[src/rtl/lc3b_mem_arbiter.sv]
// lc3b_mem_arbiter
// Shares the single physical memory port between the I-side and D-side
// caches. One line-sized read or write is in flight at a time. Each
// response pulse goes only to the side that owns the transaction.
//
// Optional build macro: ARB_RR_EN
//   undefined : fixed priority, the D-side wins simultaneous requests
//   defined   : round-robin on simultaneous requests, using a 1-bit
//               last-grant register that resets to the I-side
//
// Address, write data and op are captured on the grant edge. The memory
// side is driven only from those registers, so a requester may change or
// drop its live inputs once it has been granted.

module lc3b_mem_arbiter #(
    parameter int LINE_WIDTH = 128,
    parameter int ADDR_WIDTH = 16
) (
    input  logic                  clk,
    input  logic                  reset_n,

    input  logic                  i_read,
    input  logic [ADDR_WIDTH-1:0] i_addr,
    output logic [LINE_WIDTH-1:0] i_rdata,
    output logic                  i_resp,

    input  logic                  d_read,
    input  logic                  d_write,
    input  logic [ADDR_WIDTH-1:0] d_addr,
    input  logic [LINE_WIDTH-1:0] d_wdata,
    output logic [LINE_WIDTH-1:0] d_rdata,
    output logic                  d_resp,

    output logic                  pmem_read,
    output logic                  pmem_write,
    output logic [ADDR_WIDTH-1:0] pmem_address,
    output logic [LINE_WIDTH-1:0] pmem_wdata,
    input  logic [LINE_WIDTH-1:0] pmem_rdata,
    input  logic                  pmem_resp,

    output logic                  busy
);

    typedef enum logic [1:0] {
        IDLE    = 2'b00,
        SERVE_I = 2'b01,
        SERVE_D = 2'b10
    } state_e;

    state_e                  state_r;
    state_e                  state_s;

    // Memory-side registers: these are the transaction latch and also
    // drive the pmem outputs directly.
    logic                    pmem_read_r;
    logic                    pmem_write_r;
    logic [ADDR_WIDTH-1:0]   pmem_address_r;
    logic [LINE_WIDTH-1:0]   pmem_wdata_r;
    logic                    busy_r;

    logic                    i_req_s;
    logic                    d_req_s;
    logic                    grant_d_s;
    logic                    grant_s;
    logic                    lat_write_s;
    logic [ADDR_WIDTH-1:0]   lat_addr_s;
    logic [LINE_WIDTH-1:0]   lat_wdata_s;

    assign i_req_s = i_read;
    assign d_req_s = d_read | d_write;

`ifdef ARB_RR_EN
    // 1 when the D-side received the most recent grant
    logic last_grant_d_r;

    // Winner selection: on a tie, the side that was not granted last wins
    always_comb begin
        grant_d_s = 1'b0;
        if (d_req_s && i_req_s) begin
            grant_d_s = ~last_grant_d_r;
        end else begin
            grant_d_s = d_req_s;
        end
    end

    // Record which side won each grant
    always_ff @(posedge clk or negedge reset_n) begin
        if (!reset_n) begin
            last_grant_d_r <= 1'b0;
        end else if (grant_s) begin
            last_grant_d_r <= grant_d_s;
        end else begin
            last_grant_d_r <= last_grant_d_r;
        end
    end
`else
    // Winner selection: fixed priority, the D-side wins any tie
    always_comb begin
        grant_d_s = 1'b0;
        if (d_req_s) begin
            grant_d_s = 1'b1;
        end else begin
            grant_d_s = 1'b0;
        end
    end
`endif

    // Next-state logic and the values captured on a grant
    always_comb begin
        state_s     = state_r;
        grant_s     = 1'b0;
        lat_write_s = 1'b0;
        lat_addr_s  = i_addr;
        lat_wdata_s = {LINE_WIDTH{1'b0}};

        // d_read and d_write together is a protocol error and is taken as a write
        if (grant_d_s) begin
            lat_write_s = d_write;
            lat_addr_s  = d_addr;
            lat_wdata_s = d_wdata;
        end else begin
            lat_write_s = 1'b0;
            lat_addr_s  = i_addr;
            lat_wdata_s = {LINE_WIDTH{1'b0}};
        end

        case (state_r)
            IDLE: begin
                if (i_req_s || d_req_s) begin
                    grant_s = 1'b1;
                    if (grant_d_s) begin
                        state_s = SERVE_D;
                    end else begin
                        state_s = SERVE_I;
                    end
                end else begin
                    state_s = IDLE;
                end
            end
            SERVE_I: begin
                if (pmem_resp) begin
                    state_s = IDLE;
                end else begin
                    state_s = SERVE_I;
                end
            end
            SERVE_D: begin
                if (pmem_resp) begin
                    state_s = IDLE;
                end else begin
                    state_s = SERVE_D;
                end
            end
            default: begin
                state_s = IDLE;
            end
        endcase
    end

    // State register
    always_ff @(posedge clk or negedge reset_n) begin
        if (!reset_n) begin
            state_r <= IDLE;
        end else begin
            state_r <= state_s;
        end
    end

    // Strobes and transaction latch: set on grant, strobes cleared on pmem_resp
    always_ff @(posedge clk or negedge reset_n) begin
        if (!reset_n) begin
            pmem_read_r    <= 1'b0;
            pmem_write_r   <= 1'b0;
            pmem_address_r <= {ADDR_WIDTH{1'b0}};
            pmem_wdata_r   <= {LINE_WIDTH{1'b0}};
        end else if (grant_s) begin
            pmem_read_r    <= ~lat_write_s;
            pmem_write_r   <= lat_write_s;
            pmem_address_r <= lat_addr_s;
            pmem_wdata_r   <= lat_wdata_s;
        end else if ((state_r != IDLE) && pmem_resp) begin
            pmem_read_r    <= 1'b0;
            pmem_write_r   <= 1'b0;
            pmem_address_r <= pmem_address_r;
            pmem_wdata_r   <= pmem_wdata_r;
        end else begin
            pmem_read_r    <= pmem_read_r;
            pmem_write_r   <= pmem_write_r;
            pmem_address_r <= pmem_address_r;
            pmem_wdata_r   <= pmem_wdata_r;
        end
    end

    // Busy flag: high whenever the next state is not IDLE
    always_ff @(posedge clk or negedge reset_n) begin
        if (!reset_n) begin
            busy_r <= 1'b0;
        end else begin
            busy_r <= (state_s != IDLE);
        end
    end

    assign pmem_read    = pmem_read_r;
    assign pmem_write   = pmem_write_r;
    assign pmem_address = pmem_address_r;
    assign pmem_wdata   = pmem_wdata_r;
    assign busy         = busy_r;

    // Responses pass straight through to the owning side with no added
    // latency. A pmem_resp seen in IDLE reaches neither side.
    assign i_resp  = pmem_resp & (state_r == SERVE_I);
    assign d_resp  = pmem_resp & (state_r == SERVE_D);
    assign i_rdata = pmem_rdata;
    assign d_rdata = pmem_rdata;

endmodule

[config.mk]
export PLATFORM = sky130hd
export DESIGN_NAME = lc3b_mem_arbiter
export DESIGN_NICKNAME = d
export VERILOG_FILES = /design/src/rtl/lc3b_mem_arbiter.sv
export SDC_FILE = /design/constraint.sdc
export NUM_CORES = 1
export LEC_CHECK = 0
export BUFFER_PORTS_ARGS = -buffer_cell sky130_fd_sc_hd__buf_2
export CAP_MARGIN = 20
export CELL_PAD_IN_SITES_DETAIL_PLACEMENT = 0
export CELL_PAD_IN_SITES_GLOBAL_PLACEMENT = 1
export CORE_AREA = 2 2 275 277
export CTS_CLUSTER_DIAMETER = 200
export DETAILED_ROUTE_END_ITERATION = 8
export DIE_AREA = 0 0 277 279
export PLACE_DENSITY_LB_ADDON = 0.25
export SLEW_MARGIN = 20
export SYNTH_ARGS = -nofsm -noshare
export SYNTH_HDL_FRONTEND = slang
export SYNTH_SLANG_ARGS = --single-unit
[constraint.sdc]
create_clock -name clk -period 1.6 [get_ports clk]
set_input_delay 0.08 -clock clk [delete_from_list [all_inputs] [get_ports clk]]
set_output_delay 0.08 -clock clk [all_outputs]
set_load 0.02 [all_outputs]
Word level (Yosys, flattened, before mapping)
Cells that the tools add are included.
{"block": "classes", "eq_ne": 2, "n_mux": 14, "bitwise_logic": 4, "reduce_logical": 6}
{"op": "128-bit 2-to-1 mux", "n": 1}
{"op": "16-bit 2-to-1 mux", "n": 1}
{"op": "1-bit 2-to-1 mux", "n": 8}
{"op": "2-bit 2-to-1 mux", "n": 3}
{"op": "2-bit case mux with 3 select lines", "n": 1}
{"op": "2-bit nonzero test", "n": 3}
{"op": "1-bit AND", "n": 2}
{"op": "2-bit by 1-bit == test with 1-bit output (second input constant)", "n": 1}
{"op": "2-bit == test (second input constant)", "n": 1}
{"op": "2-bit logical NOT", "n": 1}
{"op": "1-bit logical AND", "n": 1}
{"op": "1-bit logical OR", "n": 1}
{"op": "1-bit NOT", "n": 1}
{"op": "1-bit bitwise OR", "n": 1}
{"block": "totals", "regBits": 149, "out_inout_bits": 405, "wordCells": 32}

Logic depth before layout (Yosys ltp)
{"block": "logic_depth", "ltp_word": 6, "ltp_mapped": 6, "ltp_nobuf": 3}

Worst setup path before layout
No wires, ideal clock.
{"block": "synth_path", "path_type": "reg-to-reg", "from": "reg state_r[0]", "to": "reg pmem_address_r[6], in the netlist pmem_address[6]", "arrival_time_ns": 1.267, "required_ns": 1.472, "path_slack_ns": 0.206, "path_stages_with_launch": 7, "path_buffers": 3, "cell_sequence": "dfrtp_1 -> buf_2 -> nor2_1 -> o31ai_1 -> buf_2 -> buf_6 -> mux2_1"}
{"block": "synth_between", "elab_chain_cells": 2}
{"element": "start: declaration", "line_no": "50", "source": "state_e state_r;"}
{"element": "start signal: assignment", "line_no": "165", "source": "state_r <= state_s;"}
{"element": "2-bit logical NOT", "line_no": "127", "source": "case (state_r)"}
{"element": "1-bit 2-to-1 mux", "line_no": "127"}
{"element": "end signal: assignment", "line_no": "174", "source": "pmem_address_r <= {ADDR_WIDTH{1'b0}};"}
{"element": "end signal: assignment", "line_no": "179", "source": "pmem_address_r <= lat_addr_s;"}
{"element": "end signal: assignment", "line_no": "184", "source": "pmem_address_r <= pmem_address_r;"}
{"element": "end: declaration", "line_no": "57", "source": "logic [ADDR_WIDTH-1:0] pmem_address_r;"}
No other way between the ends.
A chain may end at the register's enable or synchronous reset.

Worst setup path after layout
{"block": "layout_path", "from": "reg state_r[1]", "to": "reg state_r[1]"}
{"block": "layout_between", "elab_chain_cells": 2}
{"element": "2-bit == test (tied with other cells)", "line_no": "127"}
{"element": "2-bit case mux with 3 select lines (*)", "line_no": "127"}
{"element": "via state_s[1]", "line_no": "51", "source": "state_e state_s;"}
Mark *: on every way through the listed nets, which the timed path passes. The rest lies on a longest branch.

==> out/results.txt <==
clk sinks: 149
RR Endpoint: state_r[1]
run status: finished, final reports clean
Clock Latency Late Sink: 0.47 ns
Hold Vio Cnt, Final: 0
post-synthesis sequential area ratio: 50.08%
ant diodes: 0
PwrDens: 1343 nW/µm²
CTS buffer count: 17
Worst Path Arrival: 1.87 ns
Data required, critical path: 1.94 ns
slowest CP cell: dlygate4sd3_1
synth unique cells: 22
Logic pwr share: 34.4%
Tmin final: 1.531 ns
deepest clock path buffer count: 2
largest net degree at the start of global routing: 65
Post-DRT Antenna Nets: 0
DR vias: 5,298
Core ar.: 74,070 µm²
area of the mapped netlist: 7445 µm²
synthesis-to-layout area growth: 43.09%
crit path launch: state_r[1]
row count: 100
HP Class: in -> async
CP max FO: 9
post-layout util: 14.38%
Area after DPL: 8408 µm²
clock power share: 28.0%
Max Freq: 653.0 MHz
clock transition at the registers of the reported paths: 0.07 ns
Avg Vias per Cell: 2.895
Fillers: 8,376
drt total wl: 24,590 µm
grt ovf: 0
post-route cell area: 10,650 µm²
antenna violations before repair: 0
# IOs: 699
crit-path cells: buf_4, o31a_1, dlygate4sd3_1
fin crit share: 95.71%
final setup fails: 0
syn_area_per_cell: 12.05 µm²
Slew @ Worst Pin: 0.3777 ns
Die Y-Extent: 279 µm
drt drc: 0
Max H-tree Level: 4
RSZ-0062 raised after global routing: false
Worst Setup EP: state_r[1]
first drt pass iteration count: 6
switching part of the total: 37.57%
Crit path largest cell delay: 0.56 ns
post-layout worst setup margin: 0.06861 ns
Mapped Nets: 912
Worst setup SP type: flip-flop
Die ar.: 77,280 µm²
switching pwr: 5374 µW
share of cells above drive strength 1: 45.30%
Clock Skew: 0.01364 ns
r2r worst-path depth: 3
P_int: 8930 µW
Root Buffer: clkbuf_16
Post-layout nets: 1,142
Slew Limit Headroom: 74.82%
#FFs+latches synth: 149
yosys warns: 0
Post-Place Setup Slack: 0.1166 ns
All-Layer GR Usage: 6.366%
initial core utilization: 10.05%
vias in the first global route: 6,031
Iter 0 DRT Violations: 126
last weighted congestion value of the routability-driven placer: 0.6691
Slew Limit Fails: 0
Max IR drop VDD: 0.5965 mV
Post-DP HPWL: 17,030 µm
first-pass GRT wire length: 36,670 µm
Reg-to-Reg Start: state_r[1]
setup TNS: 0 ns
# Max-Cap Violations: 0
IO Port Bufs: 314
CTS tree: done
drt wl/cell: 13.44 µm
register share of total power: 37.6%
most frequent cells in the layout: buf_2, dlygate4sd3_1, dfrtp_1
R2R Setup Slk: 0.07 ns
most common cell after layout, fill and taps aside: buf_2
Die X: 277 µm
type of the worst setup path: reg -> reg
Gate Count Post-Synth: 618
Pleak: 0.004971 µW
Total Power: 14,300 µW
Crit. End Element: flip-flop
registers in the layout, indices dropped and copies added (netlist names):
name          count
pmem_read         1
busy              1
pmem_address     16
pmem_wdata      128
state_r           2
pmem_write        1
logic make-up after synthesis:
family	count (synthesis)	synth area share (%)
AOI/OAI and AO/OA	135	15.71
buffers and inverters	289	28.20
DFF	149	50.08
muxes	33	4.975
and+or+nand+nor	12	1.025
metrics by stage:
step           instances  hold WS [ns]
2_1_floorplan        618       -0.2156
3_3_place_gp        1629       0.01805
3_5_place_dp        1629       0.01687
4_1_cts             1828       0.03249
5_1_grt             1830       0.06763
6_report            1830       0.06962
what timing repair did:
action	in CTS	in global routing
endpoints found under the hold margin	297	0
hold buffers	167	0
gates resized for setup	0	2
endpoints found under the setup margin	0	3
setup buffers	0	1
power groups by stage:
stage	registers, µW	clock network, µW	logic [µW]
floorplan	6720	0	2260
global placement	5460	0	4640
detailed placement	5410	0	4660
CTS	5390	4340	4980
global route	5550	4440	5290
finish	5380	4010	4910
worst max-delay path, delay by kind of cell (launching register included):
| kind | cells | cell delay [ns] |
|---|---|---|
| buffers and inverters | 2 | 0.73 |
| AOI/OAI and AO/OA | 1 | 0.30 |
| DFF | 1 | 0.38 |
area by class of cell:
type	instances	area, µm²	area share (%)
Clock inverter	13	112.6	1.057
Tap cell	969	1212	11.38
Clock buffer	19	432.9	4.064
Sequential cell	149	3729	35.00
Multi-Input combinational cell	180	1640	15.40
Timing Repair Buffer	500	3526	33.10
how the worst min path moves through the flow:
stage | slack, ns | endpoint
floorplan | -0.22 | busy
global placement | 0.02 | pmem_address[6]
detailed placement | 0.02 | pmem_address[9]
CTS | 0.03 | pmem_address[3]
global route | 0.07 | pmem_address[3]
finish | 0.07 | pmem_address[6]
metal layers:
| metal | share of wire [%] | track usage, % | vias up |
|---|---|---|---|
| met3 | 11 | 3.447 | 110 |
| met2 | 47 | 10.19 | 329 |
| met1 | 37 | 6.205 | 2505 |
| li1 | - | - | 2354 |
| met5 | 0 | 0 | - |
| met4 | 5.4 | 4.808 | 0 |
cells in the mapped netlist:
cell / n / share of area (%)
and3b_1: 1 / 0.12
a21oi_1: 2 / 0.13
nand2b_1: 1 / 0.084
buf_4: 256 / 26
o31ai_1: 1 / 0.10
nor3_2: 1 / 0.13
dfrtp_1: 149 / 50
o21ai_0: 1 / 0.067
mux2_2: 22 / 3.3
buf_6: 2 / 0.30
mux2_1: 10 / 1.5
o31a_1: 1 / 0.12
a31o_2: 1 / 0.12
nor2_4: 1 / 0.15
nand3b_1: 1 / 0.10
or4_1: 1 / 0.10
a22o_1: 129 / 15
nand2_1: 2 / 0.10
mux2i_1: 1 / 0.13
nor2_1: 3 / 0.15
and2_1: 1 / 0.084
buf_2: 31 / 2.1
Note: power is estimated with default switching activity, not from simulation.
